--- config.mk ---
export PLATFORM = sky130hd
export DESIGN_NAME = obi_copy_master_flat
export DESIGN_NICKNAME = d
export VERILOG_FILES = /design/src/rtl/obi_copy_master_pkg.sv /design/src/rtl/obi_copy_master_if.sv /design/src/rtl/obi_copy_master.sv /design/src/flat_wrapper.sv
export SDC_FILE = /design/constraint.sdc
export NUM_CORES = 1
export LEC_CHECK = 0
export CORE_MARGIN = 2
export CORE_UTILIZATION = 35
export CTS_CLUSTER_SIZE = 10
export DETAILED_ROUTE_END_ITERATION = 7
export MAX_ROUTING_LAYER = met4
export PLACE_DENSITY = 0.68
export SYNTH_ARGS = -nofsm -noshare
export SYNTH_HDL_FRONTEND = slang
export SYNTH_SLANG_ARGS = --single-unit
export TNS_END_PERCENT = 10
--- constraint.sdc ---
create_clock -name clk_i -period 3 [get_ports clk_i]
set_clock_uncertainty 0.2 [all_clocks]
set_input_delay 0.9 -clock clk_i [delete_from_list [all_inputs] [get_ports clk_i]]
set_output_delay 0.9 -clock clk_i [all_outputs]
set_load 0.02 [all_outputs]
--- src/rtl/obi_copy_master_pkg.sv ---
// Shared types and constants for the OBI block-copy initiator.
// The FSM state encoding lives here so the bench and any wrappers agree on it.
package obi_copy_pkg;

  typedef enum logic [2:0] {
    IDLE    = 3'd0,
    RD_REQ  = 3'd1,
    RD_WAIT = 3'd2,
    WR_REQ  = 3'd3,
    WR_WAIT = 3'd4,
    DONE    = 3'd5
  } state_t;

  localparam logic [3:0] BE_FULL    = 4'hF;
  localparam int         WORD_BYTES = 4;

  function automatic logic isAligned(input logic [1:0] lsb);
    return lsb == 2'b00;
  endfunction

  // Pointers wrap modulo 2^32 on purpose; the 32-bit truncation does that.
  function automatic logic [31:0] nextPtr(input logic [31:0] ptr);
    return ptr + 32'(WORD_BYTES);
  endfunction

endpackage

--- src/rtl/obi_copy_master_if.sv ---
// OBI request and response channel bundles used by the copy initiator.
// The request side carries address/data toward the responder; the response side returns rvalid/rdata.
interface obi_req_if;
  logic        req;
  logic        we;
  logic [3:0]  be;
  logic [31:0] addr;
  logic [31:0] wdata;
  logic        gnt;

  modport master (
    output req,
    output we,
    output be,
    output addr,
    output wdata,
    input  gnt
  );

  modport slave (
    input  req,
    input  we,
    input  be,
    input  addr,
    input  wdata,
    output gnt
  );
endinterface

interface obi_rsp_if;
  logic        rvalid;
  logic [31:0] rdata;

  modport master (
    output rvalid,
    output rdata
  );

  modport slave (
    input rvalid,
    input rdata
  );
endinterface

--- src/rtl/obi_copy_master.sv ---
// OBI initiator that copies len 32-bit words from src to dst, one transaction at a time.
// Read, wait for rvalid, write, wait for rvalid, repeat; done_o/err_o pulse for one cycle at the end.
module obi_copy_master
  import obi_copy_pkg::*;
#(
  parameter int LEN_W = 16
) (
  input  logic             clk_i,
  input  logic             rst_ni,
  input  logic             start_i,
  input  logic [31:0]      src_addr_i,
  input  logic [31:0]      dst_addr_i,
  input  logic [LEN_W-1:0] len_i,
  output logic             busy_o,
  output logic             done_o,
  output logic             err_o,
  obi_req_if.master        req,
  obi_rsp_if.slave         rsp
);

  state_t           r_state;
  logic [31:0]      r_srcPtr;
  logic [31:0]      r_dstPtr;
  logic [LEN_W-1:0] r_cnt;
  logic [31:0]      r_buf;
  logic             r_err;

  state_t           w_state;
  logic [31:0]      w_srcPtr;
  logic [31:0]      w_dstPtr;
  logic [LEN_W-1:0] w_cnt;
  logic [31:0]      w_buf;
  logic             w_err;
  logic             w_misaligned;

  logic             w_req;
  logic             w_we;
  logic [3:0]       w_be;
  logic [31:0]      w_addr;
  logic [31:0]      w_wdata;
  logic             w_busy;
  logic             w_done;
  logic             w_errPulse;

  always_ff @(posedge clk_i) begin
    if (!rst_ni) begin
      r_state  <= IDLE;
      r_srcPtr <= '0;
      r_dstPtr <= '0;
      r_cnt    <= '0;
      r_buf    <= '0;
      r_err    <= 1'b0;
    end else begin
      r_state  <= w_state;
      r_srcPtr <= w_srcPtr;
      r_dstPtr <= w_dstPtr;
      r_cnt    <= w_cnt;
      r_buf    <= w_buf;
      r_err    <= w_err;
    end
  end

  assign w_misaligned = !isAligned(src_addr_i[1:0]) || !isAligned(dst_addr_i[1:0]);

  always_comb begin
    w_state  = r_state;
    w_srcPtr = r_srcPtr;
    w_dstPtr = r_dstPtr;
    w_cnt    = r_cnt;
    w_buf    = r_buf;
    w_err    = r_err;

    unique case (r_state)
      IDLE: begin
        if (start_i) begin
          w_srcPtr = src_addr_i;
          w_dstPtr = dst_addr_i;
          w_cnt    = len_i;
          if (w_misaligned) begin
            w_err   = 1'b1;
            w_state = DONE;
          end else if (len_i == '0) begin
            w_err   = 1'b0;
            w_state = DONE;
          end else begin
            w_err   = 1'b0;
            w_state = RD_REQ;
          end
        end
      end
      RD_REQ: begin
        if (req.gnt) begin
          w_state = RD_WAIT;
        end
      end
      RD_WAIT: begin
        if (rsp.rvalid) begin
          w_buf   = rsp.rdata;
          w_state = WR_REQ;
        end
      end
      WR_REQ: begin
        if (req.gnt) begin
          w_state = WR_WAIT;
        end
      end
      // The write response retires one word; rdata on this response carries nothing useful.
      WR_WAIT: begin
        if (rsp.rvalid) begin
          w_srcPtr = nextPtr(r_srcPtr);
          w_dstPtr = nextPtr(r_dstPtr);
          w_cnt    = r_cnt - LEN_W'(1);
          w_state  = (r_cnt == LEN_W'(1)) ? DONE : RD_REQ;
        end
      end
      DONE: begin
        w_err   = 1'b0;
        w_state = IDLE;
      end
      default: begin
        w_state = IDLE;
      end
    endcase
  end

  // Outputs are gated by rst_ni so the bus is quiet in every cycle reset is held low.
  always_comb begin
    w_req      = 1'b0;
    w_we       = 1'b0;
    w_be       = 4'h0;
    w_addr     = '0;
    w_wdata    = '0;
    w_busy     = 1'b0;
    w_done     = 1'b0;
    w_errPulse = 1'b0;

    if (rst_ni) begin
      w_busy = (r_state != IDLE);
      unique case (r_state)
        RD_REQ: begin
          w_req  = 1'b1;
          w_be   = BE_FULL;
          w_addr = r_srcPtr;
        end
        WR_REQ: begin
          w_req   = 1'b1;
          w_we    = 1'b1;
          w_be    = BE_FULL;
          w_addr  = r_dstPtr;
          w_wdata = r_buf;
        end
        DONE: begin
          w_done     = 1'b1;
          w_errPulse = r_err;
        end
        default: begin
        end
      endcase
    end
  end

  assign req.req   = w_req;
  assign req.we    = w_we;
  assign req.be    = w_be;
  assign req.addr  = w_addr;
  assign req.wdata = w_wdata;
  assign busy_o    = w_busy;
  assign done_o    = w_done;
  assign err_o     = w_errPulse;

endmodule

--- src/flat_wrapper.sv ---
// flat-port wrapper written by rule: the top's interface ports become plain ports
module obi_copy_master_flat import obi_copy_pkg::*;
#(
  parameter int LEN_W = 16
)
  (clk_i, rst_ni, start_i, src_addr_i, dst_addr_i, len_i, busy_o, done_o, err_o, req_req, req_we, req_be, req_addr, req_wdata, req_gnt, rsp_rvalid, rsp_rdata);
  obi_req_if req_i ();
  obi_rsp_if rsp_i ();
  input  logic clk_i;
  input  logic rst_ni;
  input  logic start_i;
  input  logic [31:0] src_addr_i;
  input  logic [31:0] dst_addr_i;
  input  logic [LEN_W-1:0] len_i;
  output logic busy_o;
  output logic done_o;
  output logic err_o;
  output wire logic [$bits(req_i.req)-1:0] req_req;
  output wire logic [$bits(req_i.we)-1:0] req_we;
  output wire logic [$bits(req_i.be)-1:0] req_be;
  output wire logic [$bits(req_i.addr)-1:0] req_addr;
  output wire logic [$bits(req_i.wdata)-1:0] req_wdata;
  input wire logic [$bits(req_i.gnt)-1:0] req_gnt;
  input wire logic [$bits(rsp_i.rvalid)-1:0] rsp_rvalid;
  input wire logic [$bits(rsp_i.rdata)-1:0] rsp_rdata;
  assign req_req = req_i.req;
  assign req_we = req_i.we;
  assign req_be = req_i.be;
  assign req_addr = req_i.addr;
  assign req_wdata = req_i.wdata;
  assign req_i.gnt = req_gnt;
  assign rsp_i.rvalid = rsp_rvalid;
  assign rsp_i.rdata = rsp_rdata;
  obi_copy_master #(.LEN_W(LEN_W)) u_core (.clk_i(clk_i), .rst_ni(rst_ni), .start_i(start_i), .src_addr_i(src_addr_i), .dst_addr_i(dst_addr_i), .len_i(len_i), .busy_o(busy_o), .done_o(done_o), .err_o(err_o), .req(req_i), .rsp(rsp_i));
endmodule
Word-level counts from Yosys, hierarchy flattened

Cells that the tools add are included.

Register bits: 116
Logic and storage cells: 71

Add/sub/neg operators: 3
Equality and inequality tests: 11
Muxes and demuxes: 36
Reduce and logical (&&, ||, !) cells: 15

Operator list:

| cell                  | number |
|---|---|
| $mux 32               | 7 |
| $pmux 32 s2           | 3 |
| $add 32x3->32 const B | 2 |
| $mux 16               | 2 |
| $pmux 16 s2           | 1 |
| $mux 3                | 8 |
| $eq 16x1->1 const B   | 1 |
| $logic_not 16->1      | 1 |
| $sub 16x1->16 const B | 1 |
| $pmux 3 s5            | 1 |
| $mux 1                | 11 |
| $ne 2x2->1 const B    | 5 |
| $mux 4                | 2 |
| $eq 3x2->1 const B    | 2 |
| $eq 3x3->1 const B    | 2 |
| $reduce_and 5->1      | 1 |
| $logic_not 2->1       | 2 |
| $reduce_and 2->1      | 2 |
| $reduce_bool 2->1     | 2 |
| $eq 3x1->1 const B    | 1 |
| $logic_not 3->1       | 1 |
| $reduce_and 3->1      | 1 |
| $reduce_bool 3->1     | 1 |
| $logic_not 1->1       | 2 |
| other kinds (3)       | 3 |

Logic depth before layout (Yosys ltp)

Depth in word-level cells: 6
Gate-level depth with buffers: 8
Depth with buffers taken out: 7

Worst setup path before layout

No wires, ideal clock.

Path type: in2out
Start: in rst_ni
End: out req_wdata[23]
Arrival: 2.485 ns
Required time: 1.900 ns
Setup slack: -0.585 ns
Stages on the path: 7
Cell sequence: clkbuf_1 -> inv_1 -> or2_2 -> clkbuf_1 -> inv_1 -> clkbuf_1 -> and3_1

Word-level cells in the longest chain between the ends: 1

RTL lines:

| what            | RTL line               | text |
|---|---|---|
| start, declared | flat_wrapper.sv:10     | `input logic rst_ni;` |
| $mux 32         | obi_copy_master.sv:137 | `if (rst_ni) begin` |
| end, declared   | flat_wrapper.sv:22     | `output wire logic [$bits(req_i.wdata)-1:0] req_wdata;` |

No other way between the ends.

Worst setup path after layout

Start: in rst_ni
End: out req_addr[23]

Word-level cells in the longest chain between the ends: 1

RTL lines:

| what          | RTL line               | text |
|---|---|---|
| $mux 32       | obi_copy_master.sv:137 |  |
| end, declared | flat_wrapper.sv:21     | `output wire logic [$bits(req_i.addr)-1:0] req_addr;` |

No other way between the ends.

==> impl_metrics.py <==
metrics = {
    "drt": {
        "first_pass_iters": 5,
        "vias": 8124,
        "ant_nets": 0,
        "drt-initial-drc-count": 851,
        "drt_wl_total_mm": 26.1,
        "wl_per_cell_microns": 18.0,
        "routed_via_density": 5.60,
        "drc": 0,
    },
    "floorplan": {
        "ios": 190,
        "fp.coreArea_sq_um": 20300,
        "die_y_microns": 148,
        "dieArea_sq_um": 21900,
        "die_x_microns": 148,
        "start_util": 0.358,
        "row_count": 52,
    },
    "yosys": {
        "synth_edf_count": 0,
        "yosys_register_bits": 116,
        "synthArstFlopShare": 0,
        "syn_nets": 1117,
        "synth_ff_type": "dfxtp_1",
        "ys_seq_area_frac": 0.319,
        "synth_cell_types": 71,
        "syn_inst": 996,
        "ys_warn_count": 0,
        "mappedNetlistArea_sq_um": 7270,
        "syn_avg_cell_area_sq_um": 7.30,
    },
    "global_route": {
        "antenna_found_initial": 0,
        "grt_start_max_net_pins": 84,
        "grt_usage": 0.242,
        "grt_pass1_wl_mm": 41.2,
        "first_global_vias": 7528,
        "overflow": 0,
    },
    "critical_path": {
        "critPathMaxFanout": 5,
        "max_stage_delay_ns": 0.25,
        "crit_path_start": "rst_ni",
        "end_kind": "primary output",
        "crit_arrival_ns": 1.90,
        "worstReg2RegStart": "u_core.r_srcPtr[2]",
        "rr_worst_depth": 6,
        "crit_chain": "buf_6 > inv_2 > or2_4 > buf_12 > buf_12 > buf_16 > nor2_4 > buf_6",
        "worstSetupPathType": "in2out",
        "critPathSlowestCell": "or2_4",
        "cpLargestDelayFamily": "buffers and inverters",
        "path_buf_inv": 6,
        "cp-start-kind": "input port",
        "r2r_slack_ns": 0.59,
        "crit_cells": 8,
        "cp_data_required_time_ns": 1.90,
        "crit_path_end": "req_addr[23]",
        "r2r_end": "u_core.r_srcPtr[24]",
    },
    "final_layout": {
        "drive_gt1_frac": 0.214,
        "multi_input_area_sq_um": 4900,
        "fin_cells": 1450,
        "diodes": 0,
        "nFillCells": 1993,
        "fin_nets": 1288,
        "final-seq-area_sq_um": 2330,
        "final_area_sq_um": 10500,
        "utilization": 0.518,
        "area_delta_synth_final_pct": 44.7,
    },
    "timing": {
        "period_needed_ns": 3.00,
        "slew_viol_final": 0,
        "rsz0062_at_grt": "true",
        "finalCritPeriodShare": 0.998,
        "finalHoldViolCount": 0,
        "slew_headroom": 0.375,
        "max_freq_ghz": 0.334,
        "setup_viol": 0,
        "worst_slack_ns": 0.00479,
        "tightest_slew_ns": 0.938,
        "timing.hold.ws_ns": 0.254,
    },
    "job": {
        "maxCapViolations": 0,
    },
    "place": {
        "hpwlAfterDp_mm": 17.9,
        "place_area_sq_um": 9900,
        "place_inst": 1406,
        "port_buffers": 189,
        "place.gp.congestion": 0.900,
        "dpl_worst_slack_ns": -0.871,
    },
    "clock_network": {
        "cts_max_path_buffers": 2,
        "cts_htree_levels": 4,
        "cts.sink_count": 116,
        "path_clk_slew_ns": 0.06,
        "cts_tree": "built",
        "clk_latency_ns": 0.43,
        "cts_hold_buf": 0,
        "cts-root-buf": "clkbuf_16",
        "cts_buffers": 17,
    },
    "power": {
        "powerDensity_nw_per_um2": 564,
        "power_leakage_nw": 3.95,
        "ir_drop_uv": 526,
    },
    "hold_path": {
        "hold_path_class": "reg2reg",
    },
    "run_status": {
        "run_status": "completed",
    },
}
sequential cells by signal (all words and copies together), names as in the netlist:
signal	count
u_core.r_dstPtr	32
u_core.r_err	1
u_core.r_cnt	16
u_core.r_srcPtr	32
u_core.r_buf	32
u_core.r_state	3
worst min-delay path by stage:
| stage | start | to | slack [ns] | cells past startpoint |
|---|---|---|---|---|
| 2_1_floorplan | u_core.r_err | u_core.r_err | 0.23 | 2 |
| 3_3_place_gp | u_core.r_err | u_core.r_err | 0.24 | 2 |
| 3_5_place_dp | u_core.r_err | u_core.r_err | 0.25 | 2 |
| 4_1_cts | u_core.r_err | u_core.r_err | 0.25 | 2 |
| 5_1_grt | u_core.r_buf[25] | u_core.r_buf[25] | 0.28 | 2 |
| 6_report | u_core.r_err | u_core.r_err | 0.25 | 2 |
metal layers:
metal,part of all wire,vias to the layer above,GRT usage
met3,0.083,35,0.0491
li1,-,3950,-
met1,0.45,3778,0.331
met2,0.45,361,0.365
met5,0,-,-
met4,0.016,0,0.0686
cells in the final DEF (no fill, tap or decap), types with 5 or more instances in the layout:
master	instances
nand4_1	28
buf_4	39
buf_12	11
nand3_1	46
o21ai_0	52
nor3_1	27
o211ai_1	9
clkbuf_16	17
o221a_2	5
and3_4	28
a2bb2oi_1	7
nor4_1	15
mux2i_1	41
and2_0	7
dlygate4sd2_1	6
a31oi_1	10
buf_6	25
nor2_1	81
and3_1	19
a211oi_1	8
a22oi_1	7
inv_1	7
nor2_4	30
clkdlybuf4s50_1	115
and2_1	7
dfxtp_1	115
a311oi_1	6
buf_2	39
clkinv_2	5
nand2_1	153
a21oi_1	91
o22ai_1	8
cell usage after synthesis, types with 10 or more instances:
library cell	instances	share of area
nand2_1	154	0.079
dfxtp_1	116	0.32
nor2_1	112	0.058
a21oi_1	91	0.063
clkbuf_1	60	0.031
o21ai_0	52	0.036
and3_1	47	0.040
nand3_1	46	0.032
mux2i_1	41	0.056
nand4_1	28	0.024
nor3_1	27	0.019
nor4_1	15	0.013
buf_2	14	0.0096
a31oi_1	10	0.0086
tightest hold or removal path, cell delays in order (launching register included):
cell     delay (ns)
dfxtp_1        0.30
nand2_1        0.05
a21oi_1        0.05
per-stage QoR:
step | total power [mW] | TNS [ns]
floorplan | 3.24 | 0
CTS | 5.93 | 0
global route | 6.22 | -0.139
global placement | 3.86 | -55.80
detailed placement | 3.89 | -57.42
finish | 5.94 | 0
where the power goes:
part	switching, mW	total (mW)	internal (mW)
sequential	0.286	2.03	1.75
clock	0.821	1.96	1.14
combinational	1.10	1.94	0.839
total	2.21	5.94	3.73
layout make-up:
cell class | instances | share of cell area
clock buffer | 17 | 0.0404
clock inverter | 15 | 0.0126
inverter | 9 | 0.00440
multi-input combinational | 780 | 0.465
sequential | 116 | 0.221
tap | 270 | 0.0321
timing repair buffer | 240 | 0.220
timing repair inverter | 3 | 0.00369
repair_timing:
item,CTS,global route
endpoints found under the hold margin,0,0
resized for setup,324,13
pin swaps,2,9
endpoints found under the setup margin,73,28
setup buffers,6,0
cloned,7,0
cell families (layout without fill, tap and decap cells):
| group | Yosys count | count (layout) | share of synthesized area |
|---|---|---|---|
| buffers and inverters | 100 | 284 | 0.0597 |
| AOI/OAI and AO/OA | 242 | 242 | 0.210 |
| adders and majority gates | 4 | 4 | 0.00688 |
| xor gates and xnor gates | 1 | 1 | 0.00120 |
| DFF | 116 | 116 | 0.319 |
| muxes | 45 | 45 | 0.0626 |
| and+or+nand+nor | 488 | 488 | 0.340 |
(Power assumes the default switching activity.)
